$ cat src/rtl/gpio_cmd_master.sv
// gpio_cmd_master: hardware initiator for the DSP GPIO command protocol (single commands and RAM burst reads).
// Optional response stall timeout is enabled by defining GPIO_MASTER_RSP_TIMEOUT_EN.
module gpio_cmd_master #(
   parameter int NBT_GPIOS   = 32,
   parameter int NBT_ADRS    = 16,
   parameter int HOLD_CYC    = 4,
   parameter int SETTLE_CYC  = 2,
   parameter int TIMEOUT_CYC = 1024
) (
   input  logic                 clk,
   input  logic                 i_reset,
   input  logic                 i_cmd_valid,
   output logic                 o_cmd_ready,
   input  logic [7:0]           i_cmd_opc,
   input  logic [22:0]          i_cmd_data,
   input  logic                 i_cmd_burst,
   input  logic [NBT_ADRS-1:0]  i_burst_adrs,
   input  logic [15:0]          i_burst_len,
   output logic [NBT_GPIOS-1:0] o_gpio_to_dsp,
   input  logic [NBT_GPIOS-1:0] i_gpio_from_dsp,
   output logic                 o_rsp_valid,
   input  logic                 i_rsp_ready,
   output logic [NBT_GPIOS-1:0] o_rsp_data,
   output logic                 o_rsp_last,
   output logic                 o_busy,
   output logic                 o_timeout
);

   // state     | meaning
   // S_IDLE    | bus parked at 0, ready for a command
   // S_ISSUE   | frame driven with en=1 for HOLD_CYC cycles
   // S_SETTLE  | frame driven with en=0 for SETTLE_CYC cycles
   // S_CAPTURE | one cycle, GPIO read word registered
   // S_RESP    | response word offered until handshake (or timeout)
   // S_CLOSE   | burst teardown frame (RAM read disabled) for HOLD_CYC cycles
   typedef enum logic [2:0] {
      S_IDLE, S_ISSUE, S_SETTLE, S_CAPTURE, S_RESP, S_CLOSE
   } state_t;

   localparam int TMAX = (HOLD_CYC > SETTLE_CYC) ? HOLD_CYC : SETTLE_CYC;
   localparam int TW   = (TMAX < 2) ? 1 : $clog2(TMAX + 1);
   localparam logic [TW-1:0] HOLD_LD   = TW'(HOLD_CYC - 1);
   localparam logic [TW-1:0] SETTLE_LD = TW'(SETTLE_CYC - 1);
   localparam logic [7:0]    OPC_RAM_RD = 8'h04;
   localparam logic [22:0]   RD_EN      = 23'h010000;

   state_t                state_q, state_d;
   logic [TW-1:0]         tmr_q, tmr_d;
   logic [7:0]            opc_q, opc_d;
   logic [22:0]           pay_q, pay_d;
   logic                  burst_q, burst_d;
   logic [NBT_ADRS-1:0]   adrs_q, adrs_d;
   logic [15:0]           rem_q, rem_d;
   logic [NBT_GPIOS-1:0]  rsp_data_q, rsp_data_d;

   logic                  tmr_done;
   logic                  word_last;
   logic                  to_expire;
   logic                  rsp_done;
   logic [22:0]           payload;

   assign tmr_done  = (tmr_q == '0);
   assign word_last = !burst_q || (rem_q == 16'd1);
   assign payload   = burst_q ? (RD_EN | 23'(adrs_q)) : pay_q;
   assign rsp_done  = i_rsp_ready || to_expire;

   always_comb begin
      state_d    = state_q;
      tmr_d      = tmr_q;
      opc_d      = opc_q;
      pay_d      = pay_q;
      burst_d    = burst_q;
      adrs_d     = adrs_q;
      rem_d      = rem_q;
      rsp_data_d = rsp_data_q;
      case (state_q)
         S_IDLE: begin
            if (i_cmd_valid) begin
               burst_d = i_cmd_burst;
               tmr_d   = HOLD_LD;
               if (i_cmd_burst) begin
                  opc_d   = OPC_RAM_RD;
                  adrs_d  = i_burst_adrs;
                  rem_d   = i_burst_len;
                  state_d = (i_burst_len == 16'd0) ? S_CLOSE : S_ISSUE;
               end else begin
                  opc_d   = i_cmd_opc;
                  pay_d   = i_cmd_data;
                  state_d = S_ISSUE;
               end
            end
         end
         S_ISSUE: begin
            if (tmr_done) begin
               tmr_d   = SETTLE_LD;
               state_d = S_SETTLE;
            end else begin
               tmr_d = tmr_q - TW'(1);
            end
         end
         S_SETTLE: begin
            if (tmr_done) state_d = S_CAPTURE;
            else          tmr_d   = tmr_q - TW'(1);
         end
         S_CAPTURE: begin
            rsp_data_d = i_gpio_from_dsp;
            state_d    = S_RESP;
         end
         S_RESP: begin
            if (rsp_done) begin
               tmr_d = HOLD_LD;
               if (!burst_q) begin
                  state_d = S_IDLE;
               end else if (word_last) begin
                  state_d = S_CLOSE;
               end else begin
                  // next RAM word; address wraps naturally at the top
                  adrs_d  = adrs_q + NBT_ADRS'(1);
                  rem_d   = rem_q - 16'd1;
                  state_d = S_ISSUE;
               end
            end
         end
         S_CLOSE: begin
            if (tmr_done) state_d = S_IDLE;
            else          tmr_d   = tmr_q - TW'(1);
         end
         default: state_d = S_IDLE;
      endcase
   end

   always_ff @(posedge clk) begin
      if (!i_reset) begin
         state_q    <= S_IDLE;
         tmr_q      <= '0;
         opc_q      <= '0;
         pay_q      <= '0;
         burst_q    <= 1'b0;
         adrs_q     <= '0;
         rem_q      <= '0;
         rsp_data_q <= '0;
      end else begin
         state_q    <= state_d;
         tmr_q      <= tmr_d;
         opc_q      <= opc_d;
         pay_q      <= pay_d;
         burst_q    <= burst_d;
         adrs_q     <= adrs_d;
         rem_q      <= rem_d;
         rsp_data_q <= rsp_data_d;
      end
   end

   // The settle frame stays on the bus through capture and response so the DSP holds its read word.
   always_comb begin
      o_gpio_to_dsp = '0;
      case (state_q)
         S_ISSUE:                    o_gpio_to_dsp = NBT_GPIOS'({opc_q, 1'b1, payload});
         S_SETTLE, S_CAPTURE, S_RESP: o_gpio_to_dsp = NBT_GPIOS'({opc_q, 1'b0, payload});
         S_CLOSE:                    o_gpio_to_dsp = NBT_GPIOS'({OPC_RAM_RD, 1'b1, 23'h0});
         default:                    o_gpio_to_dsp = '0;
      endcase
   end

   assign o_cmd_ready = (state_q == S_IDLE);
   assign o_busy      = !o_cmd_ready;
   assign o_rsp_valid = (state_q == S_RESP);
   assign o_rsp_data  = rsp_data_q;
   assign o_rsp_last  = (state_q == S_RESP) && word_last;

`ifdef GPIO_MASTER_RSP_TIMEOUT_EN
   localparam int TOW = (TIMEOUT_CYC < 2) ? 1 : $clog2(TIMEOUT_CYC + 1);
   localparam logic [TOW-1:0] TO_LD = TOW'(TIMEOUT_CYC - 1);

   logic [TOW-1:0] to_q, to_d;
   logic           timeout_q, timeout_d;

   assign to_expire = (state_q == S_RESP) && !i_rsp_ready && (to_q == '0);

   always_comb begin
      to_d      = to_q;
      timeout_d = timeout_q;
      if (state_q == S_CAPTURE)
         to_d = TO_LD;
      else if ((state_q == S_RESP) && !i_rsp_ready && (to_q != '0))
         to_d = to_q - TOW'(1);
      if (to_expire)
         timeout_d = 1'b1;
   end

   always_ff @(posedge clk) begin
      if (!i_reset) begin
         to_q      <= '0;
         timeout_q <= 1'b0;
      end else begin
         to_q      <= to_d;
         timeout_q <= timeout_d;
      end
   end

   assign o_timeout = timeout_q;
`else
   assign to_expire = 1'b0;
   assign o_timeout = 1'b0;
`endif

endmodule

$ cat config.mk
export PLATFORM = sky130hd
export DESIGN_NAME = gpio_cmd_master
export DESIGN_NICKNAME = d
export VERILOG_FILES = /design/src/rtl/gpio_cmd_master.sv
export SDC_FILE = /design/constraint.sdc
export NUM_CORES = 1
export LEC_CHECK = 0
export BUFFER_PORTS_ARGS = -buffer_cell sky130_fd_sc_hd__buf_2
export CAP_MARGIN = 20
export CORE_ASPECT_RATIO = 0.7
export CORE_MARGIN = 4
export CORE_UTILIZATION = 35
export DETAILED_ROUTE_END_ITERATION = 12
export HOLD_SLACK_MARGIN = 0.05
export MAX_ROUTING_LAYER = met4
export PLACE_DENSITY = 0.57
export RECOVER_POWER = 50
export REMOVE_ABC_BUFFERS = 1
export SETUP_SLACK_MARGIN = 0.15
export SYNTH_ARGS = -nofsm -noshare
export SYNTH_HDL_FRONTEND = slang
export SYNTH_SLANG_ARGS = --single-unit
$ cat constraint.sdc
create_clock -name clk -period 4.3 [get_ports clk]
set_input_delay 0.43 -clock clk [delete_from_list [all_inputs] [get_ports clk]]
set_output_delay 0.43 -clock clk [all_outputs]
set_load 0.05 [all_outputs]
==> results <==
- The run finished, with violations left.
- The final reports fail on max-capacitance violations, max-slew violations.
- The power density over the cells is 497 mW/mm².
- Setup repair after global routing left no endpoint under its margin.
- The number of post-CTS setup repair buffers is 0.
- The portion of total power attributed to sequential cells is 36.8%.
- The number of different library cells used by synthesis comes to 62.
- The gate count after technology mapping is 691.
- The count of input and output buffers is 167.
- The worst-case clock skew is 8.72 ps.
- The sort of element at the end of the critical path is a flop.
- At the end of routability-driven placement, the weighted congestion stood at 0.851.
- The number of enable flip-flop cells after synthesis is 0.
- The longest clock path from root to sink contains 2 buffers.
- The sequential element share of the synthesized area is 39.7%.
- The total congestion overflow after global routing is 0.
- Measured along the y axis, the die boundary spans 109 µm.
- The worst setup path is of the flop to flop kind.
- Clock-pin slew was measured on the worst setup and hold paths at 70 ps.
- The sum of negative setup slack is 0 ps.
- The net load switching power is 1.19 mW.
- The netlist area before placement is 0.00514 mm².
- The source-to-sink clock delay at the later pin of the worst-skew pair is 350 ps.
- The floorplan step defined a die boundary enclosing 0.0167 mm².
- The CTS root buffer is clkbuf_16.
- The count of boundary I/O pins is 169.
- The worst pin sits at a relative slew slack of -20.5%.
- The worst IR drop on VDD is 0.470 mV.
- After filler insertion, the fill cell instance count of the layout stands at 1505.
- The cell type contributing the most total cell area after synthesis is dfxtp_1.
- At the worst endpoint, the arrival time is 3490 ps.
- In this run the core area contains 36 standard-cell rows.
- Setup violations remaining at the end of the flow were counted as 0.
- The hold buffer count at CTS is 0.
- Along the worst path, the maximum fanout reaches 65.
- Averaged over all synthesized cells, the footprint is 7.44 µm².
- At the worst endpoint, the required time is 4560 ps.
- Across the run, the number of max-cap violations was 1.
- The final hold violation count is 0.
- The final core area utilization is 44.9%.
- The number of vias per cell is 5.18.
- Entering global routing, the biggest net connects 66 pins.
- Of the post-synthesis cell area, the dominant cell type holds 39.7%.
- The static power due to leakage is 2.58 nW.
- Wires add up to 15300 µm.
- The count of nets left with antenna violations once routing finished came out at 0.
- The number of iterations in the first detailed-routing pass is 5.
- The share of flip-flops with an asynchronous set or reset after synthesis is 0%.
- Measured along the x axis, the die boundary spans 153 µm.
- Of the available clock period, the critical path in the final layout requires 75.0%.
- TritonCTS created 9 clock buffers.
- The global-route wire length before repair is 24400 µm.
- During synthesis, Yosys emitted a total of 0 warnings.
- The number of antenna violations at the first check in global routing was 0.
- The cell with the most instances after synthesis is nand2_1.
- The max-slew violation total from the final report came to 34.
- The relative contribution of combinational cells to total power is 32.4%.
- The synthesized flop and latch total is 102.
- The clock share of power is 30.9%.
- The transition at the pin with the smallest max-transition slack is 1810 ps.
- Summed over all nets, the half-perimeter wirelength after detailed placement is 11100 µm.
- After the last flow step, the layout net total stands at 926.
- The maximum operating frequency is 310 MHz.
- The initial standard-cell utilization of the core is 36.3%.
- 0 antenna diodes ended up in the layout.
- Subtracting the final worst setup slack from the clock period gives 3230 ps.
- In the final layout, the share of cells above drive strength 1 is 20.2%.
- The post-cts gate resize count is 0.
- The number of H-tree levels is 3.
- The total number of vias is 5263.
- Sorting the synthesized cells by how often they occur yields nand2_1, a21oi_1, dfxtp_1.
- The CTS tree is yes.
- In the synthesized netlist the dominant register cell turns out to be dfxtp_1.
- The switching part of the total is 37.7%.
- The worst setup path is launched from a flop.
- By area the synthesized netlist is led by dfxtp_1, nand2_1, a21oi_1.
- The total area inside the core boundary comes to 0.0141 mm².
- In the global route stage, overall resource usage came out at 18.2%.
- The cell internal power dissipation is 1.97 mW.
- After the first detailed-routing iteration, the DRC count stood at 423.
- The path category of the worst min-delay check is input port to flop.
- The area growth from synthesis to layout is 23.6%.
- The number of global-route vias before repair was 4897.
- After detailed routing, the number of remaining DRC violations is 0.
- In the final routed layout, each cell accounts on average for 15.1 µm.
- The number of clock sinks is 102.
path summary, 6_finish.rpt:
check | to | start | cells past startpoint | slack, ps
max | rem_q[0]$_SDFFE_PN0P_ | state_q[2]$_SDFFE_PN0P_ | 7 | 1070
min | o_rsp_data[25]$_SDFFE_PN0P_ | i_gpio_from_dsp[25] | 3 | 310
max reg2reg | rem_q[0]$_SDFFE_PN0P_ | state_q[2]$_SDFFE_PN0P_ | 7 | 1070
min reg2reg | o_rsp_data[14]$_SDFFE_PN0P_ | o_rsp_data[14]$_SDFFE_PN0P_ | 2 | 450
placed cells by master (no fill, tap or decap), drive strengths merged, types with 2 or more instances in the layout:
master / count
a21boi: 2
a21o: 5
a21oi: 105
a22oi: 2
a31oi: 5
a32o: 2
a41o: 2
a41oi: 2
and2: 7
and3: 16
buf: 137
bufinv: 3
clkbuf: 50
dfxtp: 102
ha: 5
inv: 10
mux2i: 20
nand2: 166
nand3: 10
nand3b: 3
nand4: 5
nor2: 61
nor2b: 3
nor3: 11
nor3b: 7
nor4: 6
nor4b: 2
o211ai: 4
o21a: 3
o21ai: 26
o221a: 2
o31a: 4
o31ai: 7
o32ai: 6
or2: 4
or3: 3
or3b: 2
or4: 3
metrics by stage:
| step | total power, mW | worst slack [ps] | cell area [µm²] | hold WS, ps | std cells |
|---|---|---|---|---|---|
| global route | 3.34 | 744 | 6350 | 300 | 1016 |
| global placement | 2.18 | 1220 | 6020 | 439 | 999 |
| detailed placement | 2.21 | 1130 | 6040 | 444 | 1000 |
| finish | 3.16 | 1070 | 6350 | 305 | 1016 |
| floorplan | 1.91 | 657 | 4890 | 432 | 635 |
| CTS | 3.19 | 1070 | 6400 | 296 | 1016 |
power groups by stage:
stage               sequential, mW  combinational [mW]  clock [mW]
finish                        1.16                1.02       0.976
floorplan                     1.21               0.691           0
CTS                           1.16                1.03       0.995
detailed placement            1.18                1.03           0
global placement              1.17                1.01           0
global route                  1.18                1.13        1.03
critical path, stage by stage (launching register included):
cell,delay [ps]
dfxtp_1,660
or3b_2,490
buf_4,330
inv_2,160
buf_4,320
a41o_1,680
o21ai_0,190
a221oi_1,300
per-layer routing:
| metal | GRT usage [%] | share of wire (%) | up-vias |
|---|---|---|---|
| met5 | - | 0 | - |
| met3 | 3.66 | 4.6 | 21 |
| li1 | - | - | 2640 |
| met2 | 27.9 | 45 | 143 |
| met4 | 5.59 | 1.6 | 0 |
| met1 | 24.5 | 49 | 2459 |
registers in the layout, summed over array words and instances, names as in the netlist:
name        count
state_q         3
opc_q           8
burst_q         1
tmr_q           3
pay_q          23
adrs_q         16
o_rsp_data     32
rem_q          16
kinds of logic after synthesis:
logic type / after synthesis / synth area share, %
and+or+nand+nor: 313 / 28.0
other: 1 / 0.0729
buffers and inverters: 66 / 5.65
DFF: 102 / 39.7
muxes: 20 / 3.89
AOI/OAI and AO/OA: 184 / 21.5
adders and majority gates: 5 / 1.22
area by class of cell:
class	count	area, µm²	share of cell area [%]
clock buffers	12	256	4.04
repair buffers	175	868	13.7
clock inverters	4	101	1.60
well taps	190	238	3.74
multi-input cells	523	2810	44.2
flip-flops and latches	102	2040	32.1
inverters	10	37.5	0.591
Note: power is estimated with default switching activity, not from simulation.
